$ cat src/rtl/fadd_pipe.sv
// Multi-cycle IEEE-754 adder/subtractor: ALIGN -> ADD -> iterative NORM -> ROUND -> HOLD.
// NaN/infinity operands bypass the datapath and are written into the result register on accept.
module fadd_pipe #(
    parameter int EXP_W = 8,
    parameter int MAN_W = 23
) (
    input  logic                 clk,
    input  logic                 rst_n,
    input  logic                 in_valid,
    output logic                 in_ready,
    input  logic [EXP_W+MAN_W:0] num1,
    input  logic [EXP_W+MAN_W:0] num2,
    input  logic                 sub,
    input  logic [2:0]           rm,
    output logic                 out_valid,
    input  logic                 out_ready,
    output logic [EXP_W+MAN_W:0] out_num,
    output logic [4:0]           flags,
    output logic [2:0]           dbg_state
);
    localparam int W  = 1 + EXP_W + MAN_W;
    localparam int DW = MAN_W + 4;  // hidden + fraction + guard/round/sticky
    localparam int XW = EXP_W + 1;  // one spare bit so overflow is visible
    localparam logic [EXP_W-1:0] EXP_ONES = '1;
    localparam logic [EXP_W-1:0] EXP_MAXF = {{(EXP_W-1){1'b1}}, 1'b0};
    localparam logic [XW-1:0]    X_ONE    = XW'(1);
    localparam logic [XW-1:0]    X_TWO    = XW'(2);
    localparam logic [W-1:0]     QNAN     = {1'b0, EXP_ONES, 1'b1, {(MAN_W-1){1'b0}}};

    typedef enum logic [2:0] {
        S_IDLE  = 3'd0,
        S_ALIGN = 3'd1,
        S_ADD   = 3'd2,
        S_NORM  = 3'd3,
        S_ROUND = 3'd4,
        S_HOLD  = 3'd5
    } state_t;

    // Handshake: operands transfer on a rising edge with in_valid && in_ready (IDLE only);
    // the result transfers on a rising edge with out_valid && out_ready (HOLD only).
    state_t           state_q, state_d;
    logic [W-1:0]     a_q, a_d, b_q, b_d;
    logic [2:0]       rm_q, rm_d;
    logic             sign_q, sign_d, eff_sub_q, eff_sub_d;
    logic [XW-1:0]    exp_q, exp_d;
    logic [DW-1:0]    mant_l_q, mant_l_d, mant_s_q, mant_s_d;
    logic [DW:0]      sum_q, sum_d;
    logic [W-1:0]     out_num_q, out_num_d;
    logic [4:0]       flags_q, flags_d;

    logic [EXP_W-1:0] e1, e2;
    logic [MAN_W-1:0] f1, f2;
    logic             nan1, nan2, snan_any, inf1, inf2, sb2, special;
    logic [W-1:0]     spec_num;
    logic [4:0]       spec_flags;

    assign e1       = num1[W-2:MAN_W];
    assign e2       = num2[W-2:MAN_W];
    assign f1       = num1[MAN_W-1:0];
    assign f2       = num2[MAN_W-1:0];
    assign nan1     = (e1 == EXP_ONES) && (f1 != '0);
    assign nan2     = (e2 == EXP_ONES) && (f2 != '0);
    assign inf1     = (e1 == EXP_ONES) && (f1 == '0);
    assign inf2     = (e2 == EXP_ONES) && (f2 == '0);
    assign snan_any = (nan1 && !f1[MAN_W-1]) || (nan2 && !f2[MAN_W-1]);
    assign sb2      = num2[W-1] ^ sub;
    assign special  = nan1 || nan2 || inf1 || inf2;

    always_comb begin
        spec_num   = {sb2, EXP_ONES, {MAN_W{1'b0}}};
        spec_flags = '0;
        if (nan1 || nan2) begin
            spec_num   = QNAN;
            spec_flags = {snan_any, 4'b0000};
        end else if (inf1 && inf2 && (num1[W-1] != sb2)) begin
            spec_num   = QNAN;
            spec_flags = 5'b10000;
        end else if (inf1) begin
            spec_num   = {num1[W-1], EXP_ONES, {MAN_W{1'b0}}};
        end
    end

    // Alignment: zero/subnormal operands use effective exponent 1 and hidden bit 0.
    logic [EXP_W-1:0] ea, eb;
    logic             a_big;
    logic [DW-1:0]    ma, mb, ml, ms, ms_sh;
    logic [XW-1:0]    xa, xb, xl, xs;
    logic [31:0]      diff;

    assign ea    = a_q[W-2:MAN_W];
    assign eb    = b_q[W-2:MAN_W];
    assign a_big = a_q[W-2:0] >= b_q[W-2:0];
    assign ma    = {|ea, a_q[MAN_W-1:0], 3'b000};
    assign mb    = {|eb, b_q[MAN_W-1:0], 3'b000};
    assign xa    = (ea == '0) ? X_ONE : {1'b0, ea};
    assign xb    = (eb == '0) ? X_ONE : {1'b0, eb};
    assign xl    = a_big ? xa : xb;
    assign xs    = a_big ? xb : xa;
    assign ml    = a_big ? ma : mb;
    assign ms    = a_big ? mb : ma;
    assign diff  = 32'(xl) - 32'(xs);

    always_comb begin
        if (diff >= 32'(MAN_W + 3)) begin
            ms_sh = {{(DW-1){1'b0}}, |ms};
        end else begin
            ms_sh    = ms >> diff;
            ms_sh[0] = ms_sh[0] | (|(ms & ((DW'(1) << diff) - DW'(1))));
        end
    end

    // Rounding of the normalised sum held in sum_q / exp_q.
    logic [DW-1:0]    m;
    logic             g, r, st, lsb, inexact, tiny, inc, ovf, ovf_to_inf, zsign;
    logic [MAN_W+1:0] rsig;
    logic [MAN_W-1:0] r_frac;
    logic [XW-1:0]    r_exp;
    logic [W-1:0]     rnd_num;
    logic [4:0]       rnd_flags;

    assign m       = sum_q[DW-1:0];
    assign g       = m[2];
    assign r       = m[1];
    assign st      = m[0];
    assign lsb     = m[3];
    assign inexact = g | r | st;
    assign tiny    = (exp_q == X_ONE) && !m[DW-1];
    assign rsig    = {1'b0, m[DW-1:3]} + {{(MAN_W+1){1'b0}}, inc};
    assign ovf     = r_exp >= {1'b0, EXP_ONES};
    assign zsign   = eff_sub_q ? (rm_q == 3'b010) : sign_q;

    always_comb begin
        inc        = g & (r | st | lsb);
        ovf_to_inf = 1'b1;
        case (rm_q)
            3'b001: begin inc = 1'b0;               ovf_to_inf = 1'b0;    end
            3'b010: begin inc = sign_q & inexact;   ovf_to_inf = sign_q;  end
            3'b011: begin inc = !sign_q & inexact;  ovf_to_inf = !sign_q; end
            3'b100: begin inc = g;                  ovf_to_inf = 1'b1;    end
            default: ;
        endcase
    end

    always_comb begin
        if (rsig[MAN_W+1]) begin
            r_frac = rsig[MAN_W:1];
            r_exp  = exp_q + X_ONE;
        end else begin
            r_frac = rsig[MAN_W-1:0];
            r_exp  = rsig[MAN_W] ? exp_q : '0;
        end
    end

    always_comb begin
        rnd_num   = {sign_q, r_exp[EXP_W-1:0], r_frac};
        rnd_flags = {3'b000, tiny & inexact, inexact};
        if (m == '0) begin
            rnd_num   = {zsign, {(W-1){1'b0}}};
            rnd_flags = '0;
        end else if (ovf) begin
            rnd_num   = ovf_to_inf ? {sign_q, EXP_ONES, {MAN_W{1'b0}}}
                                   : {sign_q, EXP_MAXF, {MAN_W{1'b1}}};
            rnd_flags = 5'b00101;
        end
    end

    always_comb begin
        state_d   = state_q;
        a_d       = a_q;
        b_d       = b_q;
        rm_d      = rm_q;
        sign_d    = sign_q;
        eff_sub_d = eff_sub_q;
        exp_d     = exp_q;
        mant_l_d  = mant_l_q;
        mant_s_d  = mant_s_q;
        sum_d     = sum_q;
        out_num_d = out_num_q;
        flags_d   = flags_q;
        case (state_q)
            S_IDLE: begin
                if (in_valid) begin
                    a_d  = num1;
                    b_d  = {sb2, num2[W-2:0]};
                    rm_d = rm;
                    if (special) begin
                        out_num_d = spec_num;
                        flags_d   = spec_flags;
                        state_d   = S_HOLD;
                    end else begin
                        state_d   = S_ALIGN;
                    end
                end
            end
            S_ALIGN: begin
                sign_d    = a_big ? a_q[W-1] : b_q[W-1];
                eff_sub_d = a_q[W-1] ^ b_q[W-1];
                exp_d     = xl;
                mant_l_d  = ml;
                mant_s_d  = ms_sh;
                state_d   = S_ADD;
            end
            S_ADD: begin
                sum_d   = eff_sub_q ? ({1'b0, mant_l_q} - {1'b0, mant_s_q})
                                    : ({1'b0, mant_l_q} + {1'b0, mant_s_q});
                state_d = S_NORM;
            end
            S_NORM: begin
                if (sum_q[DW]) begin
                    sum_d   = {1'b0, sum_q[DW:2], sum_q[1] | sum_q[0]};
                    exp_d   = exp_q + X_ONE;
                    state_d = S_ROUND;
                end else if ((sum_q == '0) || sum_q[DW-1] || (exp_q == X_ONE)) begin
                    state_d = S_ROUND;
                end else begin
                    // Shift and test the bit that becomes hidden, so each step costs one cycle.
                    sum_d = {sum_q[DW-1:0], 1'b0};
                    exp_d = exp_q - X_ONE;
                    if (sum_q[DW-2] || (exp_q == X_TWO)) state_d = S_ROUND;
                end
            end
            S_ROUND: begin
                out_num_d = rnd_num;
                flags_d   = rnd_flags;
                state_d   = S_HOLD;
            end
            S_HOLD: begin
                if (out_ready) state_d = S_IDLE;
            end
            default: state_d = S_IDLE;
        endcase
    end

    always_ff @(posedge clk or negedge rst_n) begin
        if (!rst_n) begin
            state_q   <= S_IDLE;
            a_q       <= '0;
            b_q       <= '0;
            rm_q      <= '0;
            sign_q    <= 1'b0;
            eff_sub_q <= 1'b0;
            exp_q     <= '0;
            mant_l_q  <= '0;
            mant_s_q  <= '0;
            sum_q     <= '0;
            out_num_q <= '0;
            flags_q   <= '0;
        end else begin
            state_q   <= state_d;
            a_q       <= a_d;
            b_q       <= b_d;
            rm_q      <= rm_d;
            sign_q    <= sign_d;
            eff_sub_q <= eff_sub_d;
            exp_q     <= exp_d;
            mant_l_q  <= mant_l_d;
            mant_s_q  <= mant_s_d;
            sum_q     <= sum_d;
            out_num_q <= out_num_d;
            flags_q   <= flags_d;
        end
    end

    assign in_ready  = (state_q == S_IDLE);
    assign out_valid = (state_q == S_HOLD);
    assign out_num   = out_num_q;
    assign flags     = flags_q;
    assign dbg_state = state_q;
endmodule

$ cat config.mk
export PLATFORM = sky130hd
export DESIGN_NAME = fadd_pipe
export DESIGN_NICKNAME = d
export VERILOG_FILES = /design/src/rtl/fadd_pipe.sv
export SDC_FILE = /design/constraint.sdc
export NUM_CORES = 1
export LEC_CHECK = 0
export BUFFER_PORTS_ARGS = -buffer_cell sky130_fd_sc_hd__buf_2
export CORE_UTILIZATION = 58
export CTS_CLUSTER_DIAMETER = 200
export DETAILED_ROUTE_END_ITERATION = 6
export GPL_TIMING_DRIVEN = 1
export PLACE_DENSITY = 0.77
export SYNTH_ARGS = -nofsm -noshare
export SYNTH_HDL_FRONTEND = slang
export SYNTH_SLANG_ARGS = --single-unit
$ cat constraint.sdc
create_clock -name clk -period 6.7 [get_ports clk]
set_input_delay 0.335 -clock clk [delete_from_list [all_inputs] [get_ports clk]]
set_output_delay 0.335 -clock clk [all_outputs]
set_load 0.005 [all_outputs]
==> results of run 1 <==
layout make-up:
cell class	count	area [um2]	share of cell area, %
multi-input combinational	1509	9680	58.1
sequential	196	4900	29.5
timing repair buffer	140	779	4.68
clock buffer	18	439	2.64
tap	335	419	2.52
inverter	66	248	1.49
clock inverter	14	178	1.07
stage by stage:
stage               instances  hold WS (ns)  setup slack (ns)  utilization (%)  cell area, um2
finish                   2278      -0.00473             0.517             64.1           16600
global route             2278         0.104             0.171             64.1           16600
CTS                      2278        0.0804             0.600             64.1           16600
detailed placement       2246         0.451             0.645             61.7           16000
global placement         2246         0.446             0.903             61.7           16000
floorplan                1893        0.0394             0.910                -           15300
cells in the mapped netlist, types with 39 or more instances:
cell type,instances
nand2_1,270
a21oi_1,196
dfrtp_1,196
nor2_1,159
o21ai_0,157
clkbuf_1,89
ha_1,70
inv_1,65
xnor2_1,61
nor3_1,55
mux2_2,40
nor4_1,39
layer usage:
metal / global-route usage (%) / share of wire (%) / vias up
li1: - / - / 6946
met1: 50.9 / 44 / 7220
met2: 55.8 / 45 / 706
met3: 8.94 / 9.0 / 93
met4: 11.6 / 2.6 / 2
met5: 0 / 0.027 / -
registers in the layout, summed over array words and instances, names as in the netlist:
| signal | count |
|---|---|
| rm_q | 3 |
| mant_l_q | 24 |
| dbg_state | 3 |
| sign_q | 1 |
| exp_q | 9 |
| sum_q | 28 |
| eff_sub_q | 1 |
| flags | 4 |
| out_num | 32 |
| mant_s_q | 27 |
| b_q | 32 |
| a_q | 32 |
worst reg2reg max path: stages, from the launching register on:
cell	delay, ns
dfrtp_1	0.45
inv_1	0.13
ha_1	0.32
nand4_1	0.14
nor4_2	0.07
a2111oi_2	0.71
a2111o_1	0.34
nand2_2	0.20
nand2_1	0.12
nand2_1	0.09
ha_1	0.22
fa_1	0.49
nand2b_1	0.19
a21oi_1	0.29
a21oi_1	0.14
mux2i_1	0.13
o22ai_1	0.34
o21ai_2	0.31
buf_4	0.26
nor4_4	0.43
nand2_1	0.33
o22ai_1	0.26
a211o_1	0.14
final timing paths:
| path | startpoint | to | slack [ns] | depth (start not counted) |
|---|---|---|---|---|
| setup / recovery | b_q[9]$_DFFE_PN0P_ | mant_s_q[7]$_DFFE_PN0P_ | 0.52 | 22 |
| hold / removal | rst_n | out_num[11]$_DFFE_PN0P_ | -0.005 | 1 |
| setup reg to reg | b_q[9]$_DFFE_PN0P_ | mant_s_q[7]$_DFFE_PN0P_ | 0.52 | 22 |
| hold reg to reg | flags[1]$_DFFE_PN0P_ | flags[1]$_DFFE_PN0P_ | 0.47 | 2 |
| max in group asynchronous | rst_n | a_q[22]$_DFFE_PN0P_ | 5.11 | 2 |
| min in group clk | num2[28] | b_q[28]$_DFFE_PN0P_ | 0.10 | 3 |
kinds of logic (layout without fill, tap and decap cells):
kind of cell / after synthesis / in the layout
mux: 81 / 81
xor+xnor: 85 / 85
buf+inv: 188 / 238
other cells: 1 / 1
compound gates: 582 / 582
fa+ha+maj: 71 / 71
flops: 196 / 196
simple gates: 689 / 689
==> flow_metrics.env, run 1 <==
export IMPL_synth_cell_types=90
export IMPL_post_dp_hpwl_mm=36.9
export IMPL_finalSetupTns_ns=0
export IMPL_avgSynthCellArea_um2=8.08
export IMPL_period_share_pct=92.3
export IMPL_crit_path_frequent_cell="nand2_1"
export IMPL_grt_pass1_vias=13600
export IMPL_ctsHoldBuffers=0
export IMPL_dr_pass1_iters=6
export IMPL_hold_violations=1
export IMPL_fill_cells=2327
export IMPL_cts_resized_gates=0
export IMPL_crit_arrival_ns=6.56
export IMPL_cts_root_buf="clkbuf_16"
export IMPL_clk_pin_slew_ns=0.09
export IMPL_start_util_pct=58.9
export IMPL_critPathLaunchType="flop"
export IMPL_fin_crit_ns=6.18
export IMPL_fin_skew_ns=0.0217
export IMPL_grt_antenna_before_repair=1
export IMPL_antenna_cells=0
export IMPL_clock_sinks=196
export IMPL_synth_top_area_share_pct=32.1
export IMPL_synthTopCellsByArea="dfrtp_1 32%, nand2_1 6.6%, a21oi_1 6.4%, ha_1 5.7%, o21ai_0 5.1%"
export IMPL_max_stage_delay_ns=0.71
export IMPL_core_um2=26000
export IMPL_crit_required_ns=7.08
export IMPL_grt_pass1_wl_mm=75.5
export IMPL_worstMarginPinSlew_ns=1.17
export IMPL_drive_gt1_share_pct=14.3
export IMPL_max_slew_margin_pct=21.7
export IMPL_ys_seq_elements=196
export IMPL_placementRows=59
export IMPL_final_common_cell="nand2_1"
export IMPL_nets=2073
export IMPL_hold_class="input port to asynchronous set/reset pin"
export IMPL_synth_compound_area_share_pct=23.5
export IMPL_worst_path_max_fanout=17
export IMPL_synth_edf_count=0
export IMPL_drtIter0Drc=1557
export IMPL_htreeDepth=4
export IMPL_synthAdderAreaFrac_pct=5.85
export IMPL_fmaxAchievable_mhz=162
export IMPL_vias=15000
export IMPL_crit_chain="inv_1 -> ha_1 -> nand4_1 -> nor4_2 -> a2111oi_2 -> a2111o_1 -> nand2_2 -> nand2_1 -> nand2_1 -> ha_1 -> fa_1 -> nand2b_1 -> a21oi_1 -> a21oi_1 -> mux2i_1 -> o22ai_1 -> o21ai_2 -> buf_4 -> nor4_4 -> nand2_1 -> o22ai_1 -> a211o_1"
export IMPL_setup_viol=0
export IMPL_totalWireLength_mm=48.8
export IMPL_synth_simple_gate_area_share_pct=21.1
export IMPL_numPortBuffers=112
export IMPL_clk_path_buf_depth=2
export IMPL_grt_max_degree=123
export IMPL_synth_xor_xnor_area_share_pct=4.87
export IMPL_drc=0
export IMPL_die_area_um2=27000
export IMPL_synth_top_family_by_area="compound AO/OA/AOI/OAI gates"
export IMPL_ys_flop_type="dfrtp_1"
export IMPL_wl_per_cell_um=21.4
export IMPL_whs_ns=-0.00473
export IMPL_endpoint_kind="flop"
export IMPL_muxShareOfSynthArea_pct=7.61
export IMPL_rsz0062_at_grt="no"
export IMPL_crit_type="flop to flop"
export IMPL_grt_overflow_total=0
export IMPL_syn_nets=2036
export IMPL_grtUsageTotal_pct=36.6
export IMPL_yosysSeqAreaShare_pct=32.1
export IMPL_synth_cells=1893
export IMPL_die_y_um=164
export IMPL_postRouteAntennaNets=0
export IMPL_mostFrequentLayoutCells="269 x nand2_1, 196 x a21oi_1, 196 x dfrtp_1, 159 x nor2_1, 157 x o21ai_0"
export IMPL_syn_area_um2=15300
export IMPL_slew_violations=0
export IMPL_drv_cap=0
export IMPL_cts_setup_buffers=0
export IMPL_outcome="complete, but fails checks"
export IMPL_crit_family="compound AO/OA/AOI/OAI gates"
export IMPL_vias_per_cell=6.57
export IMPL_area_growth_syn_to_layout_pct=8.78
export IMPL_pin_count=114
export IMPL_cts_tree="done"
export IMPL_yosys_warnings=0
export IMPL_cts_made_buffers=17
export IMPL_yosysTopAreaCell="dfrtp_1"
export IMPL_globalplace_congestion=0.931
export IMPL_synthArstFlopShare_pct=100
export IMPL_failed_checks="hold timing"
export IMPL_die_w_um=164
export IMPL_clk_latency_ns=0.46
export IMPL_slowest_stage="a2111oi_2"
export IMPL_critPathBufInv=2
Power of run 1 is not shown: default switching activity piles up to over one toggle a cycle in this logic, so the estimate is an artifact.
==> run 2, diff against run 1 <==
--- a/config.mk
+++ b/config.mk
@@ -6,6 +6,7 @@
 export NUM_CORES = 1
 export LEC_CHECK = 0
 export BUFFER_PORTS_ARGS = -buffer_cell sky130_fd_sc_hd__buf_2
+export CORE_MARGIN = 2
 export CORE_UTILIZATION = 58
 export CTS_CLUSTER_DIAMETER = 200
 export DETAILED_ROUTE_END_ITERATION = 6
==> run 2 against run 1 <==
Net effect:
- the flow now finishes without violations
- via count is 0.44% higher
- clock skew down 0.0037 ns
- register-to-register slack about the same
- non-clock buffer count up 3
- sequential share of layout area hardly changed
- global-route usage down 1.5 points
- critical path depth fell by 2
- critical path type unchanged
- critical endpoint is now mant_s_q[1]$_DFFE_PN0P_
- highest routed layer is now met4
==> flow_metrics.env, run 2 (synthesis results as in run 1) <==
export IMPL_grt_antenna_before_repair=1
export IMPL_cts_tree="done"
export IMPL_antenna_cells=0
export IMPL_grt_pass1_wl_mm=77.8
export IMPL_area_growth_syn_to_layout_pct=8.74
export IMPL_dr_pass1_iters=6
export IMPL_period_share_pct=92.1
export IMPL_mostFrequentLayoutCells="269 x nand2_1, 196 x a21oi_1, 196 x dfrtp_1, 159 x nor2_1, 157 x o21ai_0"
export IMPL_outcome="finished, final reports clean"
export IMPL_cts_root_buf="clkbuf_16"
export IMPL_hold_violations=0
export IMPL_clk_latency_ns=0.45
export IMPL_grt_overflow_total=0
export IMPL_drive_gt1_share_pct=14.3
export IMPL_drv_cap=0
export IMPL_wl_per_cell_um=21.3
export IMPL_fill_cells=2317
export IMPL_max_stage_delay_ns=0.79
export IMPL_final_common_cell="nand2_1"
export IMPL_critPathLaunchType="flop"
export IMPL_numPortBuffers=112
export IMPL_drc=0
export IMPL_max_slew_margin_pct=21.4
export IMPL_fin_crit_ns=6.17
export IMPL_slowest_stage="nor4_1"
export IMPL_fmaxAchievable_mhz=162
export IMPL_pin_count=114
export IMPL_multi_input_area_um2=9680
export IMPL_crit_chain="inv_1 -> ha_1 -> nand4_1 -> nor4_2 -> a2111oi_2 -> a2111oi_4 -> nor2_4 -> mux2i_1 -> ha_1 -> fa_1 -> nand2b_1 -> a21oi_1 -> a21oi_1 -> mux2i_1 -> o22ai_1 -> o21ai_2 -> nor4_1 -> nor3_1 -> o41ai_1 -> a31o_1"
export IMPL_worstMarginPinSlew_ns=1.18
export IMPL_post_dp_hpwl_mm=37.2
export IMPL_grt_pass1_vias=13900
export IMPL_clk_path_buf_depth=2
export IMPL_grt_max_degree=85
export IMPL_vias_per_cell=6.59
export IMPL_placementRows=59
export IMPL_crit_required_ns=7.08
export IMPL_crit_type="flop to flop"
export IMPL_rsz0062_at_grt="no"
export IMPL_nets=2076
export IMPL_clk_pin_slew_ns=0.09
export IMPL_finalSetupTns_ns=0
export IMPL_grtUsageTotal_pct=35.1
export IMPL_htreeDepth=4
export IMPL_clock_sinks=196
export IMPL_postRouteAntennaNets=0
export IMPL_start_util_pct=58.9
export IMPL_core_um2=26000
export IMPL_fin_skew_ns=0.0179
export IMPL_regArea_um2=4900
export IMPL_globalplace_congestion=0.953
export IMPL_slew_violations=0
export IMPL_die_w_um=166
export IMPL_die_y_um=166
export IMPL_totalWireLength_mm=48.7
export IMPL_drtIter0Drc=1770
export IMPL_worst_path_max_fanout=16
export IMPL_endpoint_kind="flop"
export IMPL_hold_class="input port to flop"
export IMPL_vias=15000
export IMPL_r2r_slack_ns=0.53
export IMPL_crit_arrival_ns=6.56
export IMPL_cts_made_buffers=17
export IMPL_die_area_um2=27700
export IMPL_setup_viol=0
[run 2: cell count changes in the layout (fill, tap and decap cells not counted), sizes merged]
cell,delta
dlygate4sd3,+1
buf,+2
clkinv,+1
bufinv,-1
[run 2: repair_timing]
action                    4_1_cts  5_1_grt
resized for setup               0        0
hold endpoints to repair       55        0
hold buffers                    1        0
buffers inserted                0        0
[run 2: final cells by class]
type                       count  area share (%)
inverter                      66            1.49
clock buffer                  18            2.58
tap                          335            2.52
clock inverter                14           0.940
sequential                   196            29.5
timing repair buffer         143            4.83
multi-input combinational   1509            58.2
[run 2: worst paths after layout]
path,end,startpoint,cells past startpoint
min,b_q[6]$_DFFE_PN0P_,num2[6],3
max in group asynchronous,a_q[14]$_DFFE_PN0P_,rst_n,3
min reg2reg,flags[1]$_DFFE_PN0P_,flags[1]$_DFFE_PN0P_,2
max reg2reg,mant_s_q[1]$_DFFE_PN0P_,b_q[7]$_DFFE_PN0P_,20
min in group asynchronous,out_num[4]$_DFFE_PN0P_,rst_n,2
max,mant_s_q[1]$_DFFE_PN0P_,b_q[7]$_DFFE_PN0P_,20
[run 2: stage by stage]
stage / hold WS (ns) / cell area, um2 / utilization, % / instances / worst slack [ns]
final: 0.106 / 16600 / 64.0 / 2281 / 0.528
after global routing: 0.113 / 16600 / 64.0 / 2281 / 0.223
after CTS: 0.0947 / 16600 / 64.0 / 2281 / 0.743
after detailed placement: 0.340 / 16000 / 61.7 / 2248 / 0.723
after global placement: 0.330 / 16000 / 61.7 / 2248 / 0.863
after floorplan: 0.0394 / 15300 / - / 1893 / 0.910
[run 2: metal layers]
| layer | vias up | track usage (%) | share of wire, % |
|---|---|---|---|
| li1 | 6965 | - | - |
| met1 | 7246 | 51.1 | 44 |
| met2 | 743 | 52.9 | 44 |
| met3 | 79 | 7.30 | 8.9 |
| met4 | 0 | 10.4 | 2.6 |
| met5 | - | 0 | 0 |
[run 2: critical path, delay by kind of cell (launching register included)]
family                     cells  cell delay, ns
buffers and inverters          1            0.22
DFF                            1            0.43
AOI/OAI and AO/OA              8            2.52
muxes                          2            0.30
and+or+nand+nor                6            1.62
adders and majority gates      3            0.98
Power of run 2 is left out for the same reason.
